===== config.mk =====
export PLATFORM = sky130hd
export DESIGN_NAME = ws2812_frame_ctrl
export DESIGN_NICKNAME = d
export VERILOG_FILES = /design/src/rtl/ws2812_frame_ctrl.sv
export SDC_FILE = /design/constraint.sdc
export NUM_CORES = 1
export LEC_CHECK = 0
export CORE_MARGIN = 4
export CORE_UTILIZATION = 38
export DETAILED_ROUTE_END_ITERATION = 12
export DONT_BUFFER_PORTS = 1
export SYNTH_ARGS = -nofsm -noshare
export SYNTH_HDL_FRONTEND = slang
export SYNTH_SLANG_ARGS = --single-unit

===== constraint.sdc =====
create_clock -name clk -period 3.35 [get_ports clk]
set_input_delay 0.8375 -clock clk [delete_from_list [all_inputs] [get_ports clk]]
set_output_delay 0.8375 -clock clk [all_outputs]
set_load 0.05 [all_outputs]

===== src/rtl/ws2812_frame_ctrl.sv =====
// ws2812_frame_ctrl
// Frame sequencer for a WS2812 LED chain. Fetches each 24-bit GRB pixel from
// an external buffer, feeds its bits MSB-first to the bit-waveform encoder
// over valid/ready, then holds the latch (reset-low) period and pulses done.
//
// state   | meaning
// --------+------------------------------------------------------------
// S_IDLE  | waiting for start, no outputs active
// S_FETCH | pix_rd strobe for pixel idx (buffer answers next cycle)
// S_WAIT  | pix_data valid, captured into the shift register
// S_SHIFT | presenting shreg[23] to the encoder until 24 bits accepted
// S_LATCH | latch period, lcnt counts LATCH_CYCLES cycles
//
// Every output is decoded from state/registers only, so bit_ready has no
// combinational route to bit_valid or bit_data.

module ws2812_frame_ctrl #(
    parameter int N_LEDS       = 8,
    parameter int ADDR_W       = 3,
    parameter int LATCH_CYCLES = 5000
) (
    input  logic              clk,
    input  logic              rst_n,
    input  logic              start,
    output logic              busy,
    output logic              done,
    output logic [ADDR_W-1:0] pix_addr,
    output logic              pix_rd,
    input  logic [23:0]       pix_data,
    output logic              bit_valid,
    output logic              bit_data,
    input  logic              bit_ready,
    output logic              latch
);

    // A one-cycle latch still needs a one-bit counter.
    localparam int LCNT_W = (LATCH_CYCLES > 1) ? $clog2(LATCH_CYCLES) : 1;

    localparam logic [2:0] S_IDLE  = 3'd0;
    localparam logic [2:0] S_FETCH = 3'd1;
    localparam logic [2:0] S_WAIT  = 3'd2;
    localparam logic [2:0] S_SHIFT = 3'd3;
    localparam logic [2:0] S_LATCH = 3'd4;

    localparam logic [ADDR_W-1:0] LAST_IDX  = ADDR_W'(N_LEDS - 1);
    localparam logic [LCNT_W-1:0] LAST_LCNT = LCNT_W'(LATCH_CYCLES - 1);
    localparam logic [4:0]        LAST_BIT  = 5'd23;

    logic [2:0]        state;
    logic [ADDR_W-1:0] idx;
    logic [23:0]       shreg;
    logic [4:0]        bitcnt;
    logic [LCNT_W-1:0] lcnt;
    logic              done_r;
    logic              bit_take;

    // A bit leaves only when it is actually being offered.
    assign bit_take = (state == S_SHIFT) && bit_ready;

    // Frame sequencing: state, pixel index, shift register and counters.
    always_ff @(posedge clk) begin
        if (!rst_n) begin
            state  <= S_IDLE;
            idx    <= '0;
            shreg  <= '0;
            bitcnt <= '0;
            lcnt   <= '0;
        end else begin
            case (state)
                S_IDLE: begin
                    if (start) begin
                        idx   <= '0;
                        state <= S_FETCH;
                    end
                end
                S_FETCH: begin
                    state <= S_WAIT;
                end
                S_WAIT: begin
                    shreg  <= pix_data;
                    bitcnt <= '0;
                    state  <= S_SHIFT;
                end
                S_SHIFT: begin
                    if (bit_take) begin
                        shreg  <= {shreg[22:0], 1'b0};
                        bitcnt <= bitcnt + 5'd1;
                        if (bitcnt == LAST_BIT) begin
                            if (idx == LAST_IDX) begin
                                lcnt  <= '0;
                                state <= S_LATCH;
                            end else begin
                                idx   <= idx + 1'b1;
                                state <= S_FETCH;
                            end
                        end
                    end
                end
                S_LATCH: begin
                    lcnt <= lcnt + 1'b1;
                    if (lcnt == LAST_LCNT) begin
                        state <= S_IDLE;
                    end
                end
                default: begin
                    state <= S_IDLE;
                end
            endcase
        end
    end

    // done is registered so it lands in the first IDLE cycle after the latch.
    always_ff @(posedge clk) begin
        if (!rst_n) begin
            done_r <= 1'b0;
        end else begin
            done_r <= (state == S_LATCH) && (lcnt == LAST_LCNT);
        end
    end

    // Output decode; the address is forced to zero outside the read strobe.
    always_comb begin
        busy      = (state != S_IDLE);
        pix_rd    = (state == S_FETCH);
        pix_addr  = (state == S_FETCH) ? idx : '0;
        bit_valid = (state == S_SHIFT);
        bit_data  = (state == S_SHIFT) && shreg[23];
        latch     = (state == S_LATCH);
        done      = done_r;
    end

endmodule


* Yosys cells after proc, flatten, opt, wreduce, memory -nomap -nowiden
Index checks and enable logic that the tools add are counted.
** Storage, ports and cells
- Memory bits (read-only) :: 0
- Latch bits :: 0
- Register bits after elaboration :: 49
- Word-level logic and storage cells :: 54
- Bits of input ports :: 28
- Memories :: 0
- Output and inout bits :: 9
- Bits in writable memories :: 0
** Cells by class
- Shifts and indexed selects :: 0
- $lt $le $gt $ge :: 0
- Add/sub/neg operators :: 3
- Eq/ne operators :: 13
- Mux-type cells :: 20
- Divide/modulo/power cells :: 0
- Reduce and logical (&&, ||, !) cells :: 12
- $mul :: 0
- Bitwise gates (word level) :: 0
** Operator list (count)
- one-hot mux 24 bit (2 select lines) :: 1
- two-way mux 13 bit :: 3
- two-way mux 3 bit :: 10
- one-hot mux 13 bit (2 select lines) :: 1
- two-way mux 24 bit :: 1
- one-hot mux 3 bit (5 select lines) :: 1
- adder 13 x 1 -> 13 bit, second input constant :: 1
- == test 13 bit, second input constant :: 1
- one-hot mux 5 bit (2 select lines) :: 1
- inequality test 2 x 1 -> 1 bit, second input constant :: 4
- AND reduction 4 bit :: 2
- == test 3 x 2 -> 1 bit, second input constant :: 2
- == test 3 bit, second input constant :: 2
- one-hot mux 3 bit (2 select lines) :: 1
- nonzero test 2 bit :: 3
- adder 5 x 1 -> 5 bit, second input constant :: 1
- == test 5 bit, second input constant :: 1
- two-way mux 5 bit :: 1
- AND reduction 5 bit :: 1
- inequality test 2 bit, second input constant :: 2
- adder 3 x 1 -> 3 bit, second input constant :: 1
- == test 3 x 1 -> 1 bit, second input constant :: 1
- logical AND 1 bit :: 3
- zero test 3 bit :: 1
- 2 further kinds :: 2

* Longest topological paths before layout
Gate-level depths: netlist of run 1.
- Word-level depth :: 5
- Mapped depth :: 7
- Depth with buffers taken out :: 6

* Worst setup path after synthesis of run 1
OpenSTA, ideal clock, no wires.
- Kind :: register -> output
- Start point :: register state[0]
- End point :: output port pix_addr[0]
- Slack :: 187 ps
- Arrival time :: 2325 ps
- Buffers on the path :: 1
- Stages on the path, launching flop included :: 4
- Data required time :: 2513 ps
- Cell sequence :: dfxtp_1 clkbuf_2 nor3b_1 and2_1
** Between the ends
- Word-level cells in the longest chain between the ends :: 2
** Ends and longest elaborated chain
- start: declaration :: line 49 : logic [2:0] state;
- start signal: assignment :: line 63 : state <= S_IDLE;
- start signal: assignment :: line 73 : state <= S_FETCH;
- start signal: assignment :: line 77 : state <= S_WAIT;
- == test 3 x 1 -> 1 bit
- via pix_rd :: line 28 : output logic pix_rd,
- two-way mux 3 bit :: line 125 : pix_addr = (state == S_FETCH) ? idx : '0;
- end: declaration :: line 27 : output logic [ADDR_W-1:0] pix_addr,
The timed path passes the listed nets, and every way through them passes these cells.

* Final worst setup path of run 1
- Start point :: register state[2]
- End point :: output port latch
** Between the ends
- Word-level cells in the longest chain between the ends :: 1
** Ends and longest elaborated chain
- == test 3 bit :: line 128 : latch = (state == S_LATCH);
- end: declaration :: line 33 : output logic latch
Every way passes these cells.

==> results of run 1 <==
worst max-delay path, cell delays in order, from the launching register on:
cell     delay [ns]
dfxtp_1        0.46
or3b_1         0.57
inv_2          0.44
cell usage in the layout, fill, tap and decap left out, types with 2 or more instances in the layout:
master    netlist  routed
nand2b_1        3       3
dfxtp_1        49      49
nand2_1        36      36
buf_4           2       4
nand4b_1        5       5
a21oi_1        17      17
ha_1            4       4
nand4_1         5       5
nor2_1         11      11
and2_1         10      10
nor4_1          4       4
a21boi_0       12      12
clkinv_4        0       2
clkbuf_8        0       5
inv_1           5       5
nor2b_1         5       5
a31oi_1         4       4
and3_1          2       2
xor2_1          2       2
a311oi_1        2       2
nor3_1          4       4
o221ai_1       24      24
mux2i_1         5       5
a211oi_1        2       2
nor4b_1         3       3
o21ai_0        10      10
nand3_1         8       8
o31ai_1         5       5
report_power, final:
group | internal, W | switching (W)
registers | 0.000592 | 0.00000911
clock network | 0.000149 | 0.000213
logic | 0.0000219 | 0.0000561
worst paths after layout:
path / cells after the start / slack (ns) / to / from
worst max-delay path: 2 / 0.73 / latch / state[2]
worst min-delay path: 2 / 0.46 / shreg[5] / shreg[5]
worst max register to register: 5 / 1.17 / lcnt[12] / state[1]
worst min register to register: 2 / 0.46 / shreg[5] / shreg[5]
state kept, by name, indices dropped and copies added (netlist names):
name / flops
bitcnt: 5
done: 1
idx: 3
lcnt: 13
shreg: 24
state: 3
through the flow:
stage                     cell area [sq um]  hold slack [ns]  worst slack (ns)
after global routing                   2487           0.4756            0.6277
final                                  2487           0.4565            0.7266
after global placement                 2396           0.4409             1.088
after floorplan                        2369           0.4316            0.1871
after CTS                              2487           0.4588            0.7372
after detailed placement               2396           0.4453             1.089
area by class of cell:
type	count	area share [%]
Sequential cell	49	39.44
Inverter	7	1.056
Tap cell	75	3.773
Clock buffer	5	2.767
Multi-Input combinational cell	198	50.85
Timing Repair Buffer	4	1.207
Clock inverter	3	0.9054
logic make-up (layout without fill, tap and decap cells):
logic type | count (synthesis) | in the layout | synth area share (%)
AOI/OAI and AO/OA | 82 | 82 | 24.35
xor gates and xnor gates | 3 | 3 | 1.110
adders and majority gates | 4 | 4 | 2.113
buffers and inverters | 27 | 19 | 5.388
DFF | 49 | 49 | 41.42
muxes | 5 | 5 | 2.113
and+or+nand+nor | 104 | 104 | 23.51
per-layer routing:
| metal | wire length (microns) | vias to the layer above | share of wire [%] |
|---|---|---|---|
| met1 | 2645 | 927 | 49 |
| met3 | 272 | 7 | 5.1 |
| li1 | - | 1008 | - |
| met4 | 72 | 0 | 1.3 |
| met2 | 2370 | 38 | 44 |
| met5 | 0 | - | 0 |
==> metrics.txt, run 1 <==
post-CTS sizing=0; Antenna Cells=0; maximum VDD drop=219.0 uV; CP Launch Type=flop; met2 usage in global routing=21.60%; commonest cells in the netlist=dfxtp_1 (49), nand2_1 (36), o221ai_1 (24); global-route wire length before repair=8907 microns; mean post-synth cell area=8.644 sq um; syn_nets=306; CTS root buf=clkbuf_8; commonest register cell after synthesis=dfxtp_1; post-synthesis cell type with the largest combined area=dfxtp_1; Final Max Slew Viols=0; post-synth cell types=47; GRT overflow=0; setup TNS=0 ns; final setup vio count=0; top cells by area, synth=dfxtp_1 (41%), o221ai_1 (8.9%), nand2_1 (5.7%); synthesized area=0.002369 sq mm; fmax=381.2 MHz; Power, Total=0.001041 W; drt pass-1 iters=4; fillers=615; IO Port Bufs=0; CTS clk-pin slew, worst paths=0.10 ns; post-CTS setup buffer count=0; Max Cap Viol=0; GR met1 Demand/Resource=20.45%; most used routing layer=met2; Area growth syn-to-layout=5.019%; via count of the first global-routing pass=1809; CTS Hold Bufs=0; CTS tree=yes; Setup CP Type=reg -> out; minimum clock period=2.623 ns; Synth Warn #=0; pin count of the biggest net entering global routing=37; CTS buffer count=5; P_leak=0.8073 nW; Seq/Total Area, Yosys=41.42%; H-Tree Depth=2; total number of vias=1980; most frequent cell after synthesis=dfxtp_1; gr usage total=14.73%; Multi-input gate area=0.001265 sq mm; initial antenna violation count=0; GPL Wtd Cong=0.8017; CTS max path bufs=2; # IOs=37; Yosys top cell area share=41.42%; number of cells in the finished layout apart from fillers=341; final net count=297; drt first-iter violations=108; clk_lat worst skew=0.31 ns; Slew HR=43.40%; Layout Skew=0.01396 ns; Die ar.=0.007560 sq mm; worst path required time=2.51 ns; synthesis-stage register bit count=49; crit path DAT=1.79 ns; die width=86.95 microns; Hold Fails Final Rpt=0; RSZ-0062 raised after global routing=false; fin crit share=78.31%; drt total wl=5361 microns; outcome=finished clean; worst-path maximum fanout=16; Reg area=980.9 sq um; antenna-violating nets left=0; Post-synth EDFFs=0; clock sinks=49; layout cell share with drive strength beyond 1=6.015%; Inst Count DP=333; detailed-route DRC error count=0; FP Rows=28; PD cells=418.5 mW/mm^2; Final Util=41.52%; Crit. End Element=output port; Synth Instances=274; met3 GRT Util=4.352%; core area=0.005991 sq mm; HPWL after DPL=3486 microns; Hold Crit Class=reg -> reg; Worst Max-Slew Pin Slew=0.8469 ns; Die Ht=86.95 microns; Starting Density=39.54%; drt wl/cell=15.72 microns; number of vias per cell=5.806; async set or reset register ratio after synthesis=0%
(Power assumes the default switching activity.)
==> run 2: changes to the inputs <==
clock period = 2.7 ns   (was 3.35 ns; I/O delays follow)
==> run 2 against run 1 <==
Combinational power rose by 32%. Hold slack improved by 0.0030 ns. First-iteration DRC count rose by 16%. Utilization rose by 2.0 points. Critical endpoint unchanged. Largest cell class unchanged.
==> metrics.txt, run 2 (same netlist as run 1, synthesis figures left out) <==
gr usage total=14.96% (was 14.73%); reg-to-reg setup timing slack=0.80 ns (was 1.17 ns); total number of vias=1994 (was 1980); Power, Total=0.001382 W (was 0.001041 W); H-Tree Depth=2 (unchanged); Die ar.=0.007560 sq mm (unchanged); setup TNS=0 ns (unchanged); Sw Ratio=24.56% (was 26.73%); core area=0.005991 sq mm (unchanged); pin count of the biggest net entering global routing=37 (unchanged); drt first-iter violations=125 (was 108); initial antenna violation count=0 (unchanged); Final Max Slew Viols=0 (unchanged); CTS root buf=clkbuf_8 (unchanged); global-route wire length before repair=9190 microns (was 8907 microns); clk_lat worst skew=0.30 ns (was 0.31 ns); CTS Hold Bufs=0 (unchanged); Placement Setup Slack=0.6312 ns (was 1.089 ns); CTS tree=yes (unchanged); Hold Crit Class=reg -> reg (unchanged); Reg power frac=53.9% (was 57.8%); final worst slack=0.2976 ns (was 0.7266 ns); CP cell instances=or3b_1, inv_2 (unchanged); slowest CP cell=or3b_1 (unchanged); final net count=303 (was 297); CP Launch Type=flop (unchanged); most frequent cells in the layout=dfxtp_1 (49), nand2_1 (36), o221ai_1 (24), a21oi_1 (17), a21boi_0 (12) (unchanged); post-CTS sizing=0 (unchanged); GRT overflow=0 (unchanged); final setup vio count=0 (unchanged); buffers and inverters on the worst path=1 (unchanged); Hold Crit Endpoint=shreg[9] (was shreg[5]); detailed-route DRC error count=0 (unchanged); HPWL after DPL=3537 microns (was 3486 microns); Antenna Cells=0 (unchanged); CP top delay family=simple AND/OR/NAND/NOR gates (unchanged); Largest register FFs=24 (unchanged); end of the worst register-to-register path=lcnt[2] (was lcnt[12]); GPL Wtd Cong=0.7943 (was 0.8017); WHS Path Cells=2 (unchanged); Die Ht=86.95 microns (unchanged); Cell Area, Placed=0.002491 sq mm (was 0.002396 sq mm); number of vias per cell=5.746 (was 5.806); die width=86.95 microns (unchanged); P_int=0.001043 W (was 0.0007627 W); maximum VDD drop=308.9 uV (was 219.0 uV); clock sinks=49 (unchanged); Slew HR=46.17% (was 43.40%); Max Cap Viol=0 (unchanged); combinational fraction of design power=7.4% (was 7.5%); Design Area, Final=0.002606 sq mm (was 0.002487 sq mm); Crit. End Element=output port (unchanged); commonest non-fill, non-tap cell in the layout=dfxtp_1 (unchanged); fin crit share=88.98%; biggest regs=shreg: 24 flops, lcnt: 13 flops, bitcnt: 5 flops (unchanged); CTS buffer count=5 (unchanged); antenna-violating nets left=0 (unchanged); fmax=416.2 MHz; Layout Skew=0.009166 ns (was 0.01396 ns); RSZ-0062 raised after global routing=false (unchanged); post-CTS setup buffer count=0 (unchanged); IO Port Bufs=0 (unchanged); worst-path maximum fanout=16 (unchanged); Setup CP Type=reg -> out (unchanged); Hold Fails Final Rpt=0 (unchanged); Reg-to-Reg Start=state[2] (was state[1]); minimum clock period=2.402 ns; worst path required time=2.03 ns (was 2.51 ns); NetSw=0.0003395 W (was 0.0002782 W); CTS max path bufs=2 (unchanged); # IOs=37 (unchanged); crit path DAT=1.73 ns (was 1.79 ns); FP Rows=28 (unchanged); PD cells=530.4 mW/mm^2 (was 418.5 mW/mm^2); drt wl/cell=15.43 microns (was 15.72 microns); Clock power frac=38.7% (was 34.7%); Area growth syn-to-layout=10.04% (was 5.019%); biggest cell delay along the critical path=0.56 ns (was 0.57 ns); outcome=finished clean (unchanged); layout cell share with drive strength beyond 1=8.088% (was 6.015%); via count of the first global-routing pass=1915 (was 1809); drt total wl=5353 microns (was 5361 microns); R2R cell count=4 (was 5); P_leak=0.8549 nW (was 0.8073 nW); Biggest register=shreg (unchanged); Worst Max-Slew Pin Slew=0.8055 ns (was 0.8469 ns); drt pass-1 iters=4 (unchanged); Worst Hold Launch=shreg[9] (was shreg[5]); Starting Density=39.54% (unchanged); CTS clk-pin slew, worst paths=0.10 ns (about the same)
-- run 2: power by group through the flow --
stage / sequential, W / combinational, W / clock (W)
after floorplan: 0.000756 / 0.0000934 / 0
after global placement: 0.000761 / 0.000103 / 0
after detailed placement: 0.000762 / 0.000103 / 0
after CTS: 0.000745 / 0.000103 / 0.000543
after global routing: 0.000747 / 0.000113 / 0.000574
final: 0.000745 / 0.000103 / 0.000534
-- run 2: metal layers --
metal  share of wire [%]  wire length (microns)  GRT usage [%]  up-vias
li1                    -                      -              -     1021
met1                  50                   2664          20.14      928
met2                  44                   2381          22.91       38
met3                 4.6                    245          4.163        7
met4                 1.2                     62          5.099        0
met5                   0                      0              0        -
-- run 2: cell type report --
type,count,area (sq um)
inverters,7,26.28
multi-input cells,198,1265
flip-flops and latches,49,980.9
repair buffers,10,125.1
clock buffers,5,68.82
fillers,590,3385
well taps,75,93.84
clock inverters,3,46.29
-- run 2: worst register-to-register path: cells and delay by family (launching register included) --
family	cells	cell delay, ns
AO/OA/AOI/OAI	2	0.40
AND/OR/NAND/NOR	1	0.56
buffers and inverters	1	0.43
flip-flops	1	0.44
-- run 2: worst max-delay path by stage --
stage	end	startpoint	depth (start not counted)	slack, ns
2_1_floorplan	bit_data	state[0]	5	0.06
3_3_place_gp	latch	state[2]	2	0.67
3_5_place_dp	latch	state[2]	2	0.63
4_1_cts	latch	state[2]	2	0.30
5_1_grt	latch	state[2]	2	0.19
6_report	latch	state[2]	2	0.30
-- run 2: per-stage QoR --
step / hold WS (ns) / util, % / cells
final: 0.4594 / 43.50 / 347
after floorplan: 0.4316 / - / 274
after global routing: 0.4778 / 43.50 / 347
after CTS: 0.4588 / 43.50 / 347
after global placement: 0.4388 / 41.58 / 339
after detailed placement: 0.4463 / 41.58 / 339
==> run 3: changes to the inputs <==
BUFFER_PORTS_ARGS = -buffer_cell sky130_fd_sc_hd__clkbuf_2   (was unset)
DONT_BUFFER_PORTS = unset   (was 1)
MAX_ROUTING_LAYER = met4   (was unset)
SLEW_MARGIN = 0   (was unset)
==> run 3 against run 2 <==
Hold slack got worse by 0.0015 ns. Via count is 6.7% higher. Wire length up 2.5%. Non-clock buffer count rose by 34. Global-route usage rose by 0.71 points. Flip-flop and latch count unchanged. First-iteration DRC count increased by 73%. Largest cell class unchanged. Fmax shrank 0.46%. Clock power fell by 21%. Clock skew is 0.0040 ns lower. Clock-buffer cell count increased by 1. Power fell by 5.8%.
==> metrics.txt, run 3 (same netlist as run 1, synthesis figures left out) <==
Crit. End Element=output port (unchanged); post-CTS setup buffer count=0 (unchanged); drt pass-1 iters=4 (unchanged); antenna-violating nets left=0 (unchanged); number of vias per cell=5.583 (was 5.746); Hold Crit Class=reg -> reg (unchanged); GRT overflow=0 (unchanged); Area growth syn-to-layout=13.52% (was 10.04%); Slew HR=67.47% (was 46.17%); reg-to-reg setup timing slack=0.60 ns (was 0.80 ns); HPWL after DPL=3722 microns (was 3537 microns); CP Launch Type=flop (unchanged); most frequent cells in the layout=dfxtp_1 (49), nand2_1 (36), clkbuf_2 (36), o221ai_1 (24), a21oi_1 (17) (was dfxtp_1 (49), nand2_1 (36), o221ai_1 (24), a21oi_1 (17), a21boi_0 (12)); CTS root buf=clkbuf_8 (unchanged); Design Area, Final=0.002689 sq mm (was 0.002606 sq mm); maximum VDD drop=255.1 uV (was 308.9 uV); RSZ-0062 raised after global routing=false (unchanged); Cell Area, Placed=0.002606 sq mm (was 0.002491 sq mm); global-route wire length before repair=9225 microns (was 9190 microns); Die Ht=86.95 microns (unchanged); WHS Path Cells=2 (unchanged); initial antenna violation count=0 (unchanged); fin crit share=89.39% (was 88.98%); CTS buffer count=5 (unchanged); crit path DAT=1.74 ns (was 1.73 ns); CTS tree=yes (unchanged); total number of vias=2127 (was 1994); core area=0.005991 sq mm (unchanged); clock sinks=49 (unchanged); die width=86.95 microns (unchanged); CTS clk-pin slew, worst paths=0.09 ns (was 0.10 ns); Layout Skew=0.005135 ns (was 0.009166 ns); worst path required time=2.03 ns (about the same); post-CTS sizing=0 (unchanged); Setup CP Type=reg -> out (unchanged); commonest non-fill, non-tap cell in the layout=dfxtp_1 (unchanged); Worst Max-Slew Pin Slew=0.4812 ns (was 0.8055 ns); minimum clock period=2.414 ns (was 2.402 ns); worst-path maximum fanout=11 (was 16); Max Cap Viol=0 (unchanged); CTS Hold Bufs=0 (unchanged); outcome=finished clean (unchanged); Die ar.=0.007560 sq mm (unchanged); # IOs=37 (unchanged); gr usage total=15.66% (was 14.96%); biggest regs=shreg: 24 flops, lcnt: 13 flops, bitcnt: 5 flops (unchanged); CP cell instances=or3b_1, inv_2, clkbuf_2 (was or3b_1, inv_2); H-Tree Depth=2 (unchanged); pin count of the biggest net entering global routing=36 (was 37); biggest cell delay along the critical path=0.58 ns (was 0.56 ns); layout cell share with drive strength beyond 1=17.97% (was 8.088%); Largest register FFs=24 (unchanged); R2R cell count=6 (was 4); drt total wl=5487 microns (was 5353 microns); drt wl/cell=14.40 microns (was 15.43 microns); final net count=337 (was 303); final setup vio count=0 (unchanged); IO Port Bufs=36 (was 0); fmax=414.3 MHz (was 416.2 MHz); Final Max Slew Viols=0 (unchanged); via count of the first global-routing pass=1922 (was 1915); CTS max path bufs=2 (unchanged); PD cells=484.5 mW/mm^2 (was 530.4 mW/mm^2); drt first-iter violations=216 (was 125); FP Rows=28 (unchanged); clk_lat worst skew=0.30 ns (about the same); detailed-route DRC error count=0 (unchanged); Starting Density=39.54% (unchanged); Biggest register=shreg (unchanged); Antenna Cells=0 (unchanged); GPL Wtd Cong=0.7886 (was 0.7943); P_leak=0.9757 nW (was 0.8549 nW); Hold Fails Final Rpt=0 (unchanged); slowest CP cell=or3b_1 (unchanged); setup TNS=0 ns (unchanged)
[run 3: path summary, 6_finish.rpt]
check / from / end
worst max-delay path: state[2] / latch
worst min-delay path: shreg[8] / shreg[8]
worst max register to register: state[0] / lcnt[10]
worst min register to register: shreg[8] / shreg[8]
[run 3: worst max-delay path: cells and delay by family, from the launching register on]
| kind | cells | cell delay, ns |
|---|---|---|
| flops | 1 | 0.46 |
| buf+inv | 2 | 0.40 |
| simple gates | 1 | 0.58 |
[run 3: final cells by class]
cell class | instances | area [sq um]
fill | 612 | 3302
clock buffer | 6 | 72.57
sequential | 49 | 980.9
inverter | 7 | 26.28
multi-input combinational | 198 | 1265
timing repair buffer | 44 | 240.2
tap | 75 | 93.84
clock inverter | 2 | 10.01
[run 3: per-layer routing]
metal	GRT usage (%)	up-vias	wire (microns)
li1	-	1091	-
met1	21.69	992	2836
met2	22.98	36	2381
met3	3.122	8	191
met4	4.674	0	77
met5	-	-	0
[run 3: report_power, final]
group / switching [W] / internal (W)
sequential: 0.0000110 / 0.000735
combinational: 0.0000858 / 0.0000470
clock: 0.000244 / 0.000180
total: 0.000341 / 0.000962
[run 3: per-stage QoR]
step / setup WS (ns) / cells / power (W) / utilization [%] / hold WS, ns
2_1_floorplan: 0.06485 / 274 / 0.0008490 / - / 0.4316
3_3_place_gp: 0.6433 / 373 / 0.0008961 / 43.50 / 0.4433
3_5_place_dp: 0.6014 / 373 / 0.0008961 / 43.50 / 0.4452
4_1_cts: 0.2835 / 381 / 0.001320 / 44.88 / 0.4583
5_1_grt: 0.1813 / 381 / 0.001377 / 44.88 / 0.4855
6_report: 0.2864 / 381 / 0.001303 / 44.88 / 0.4579
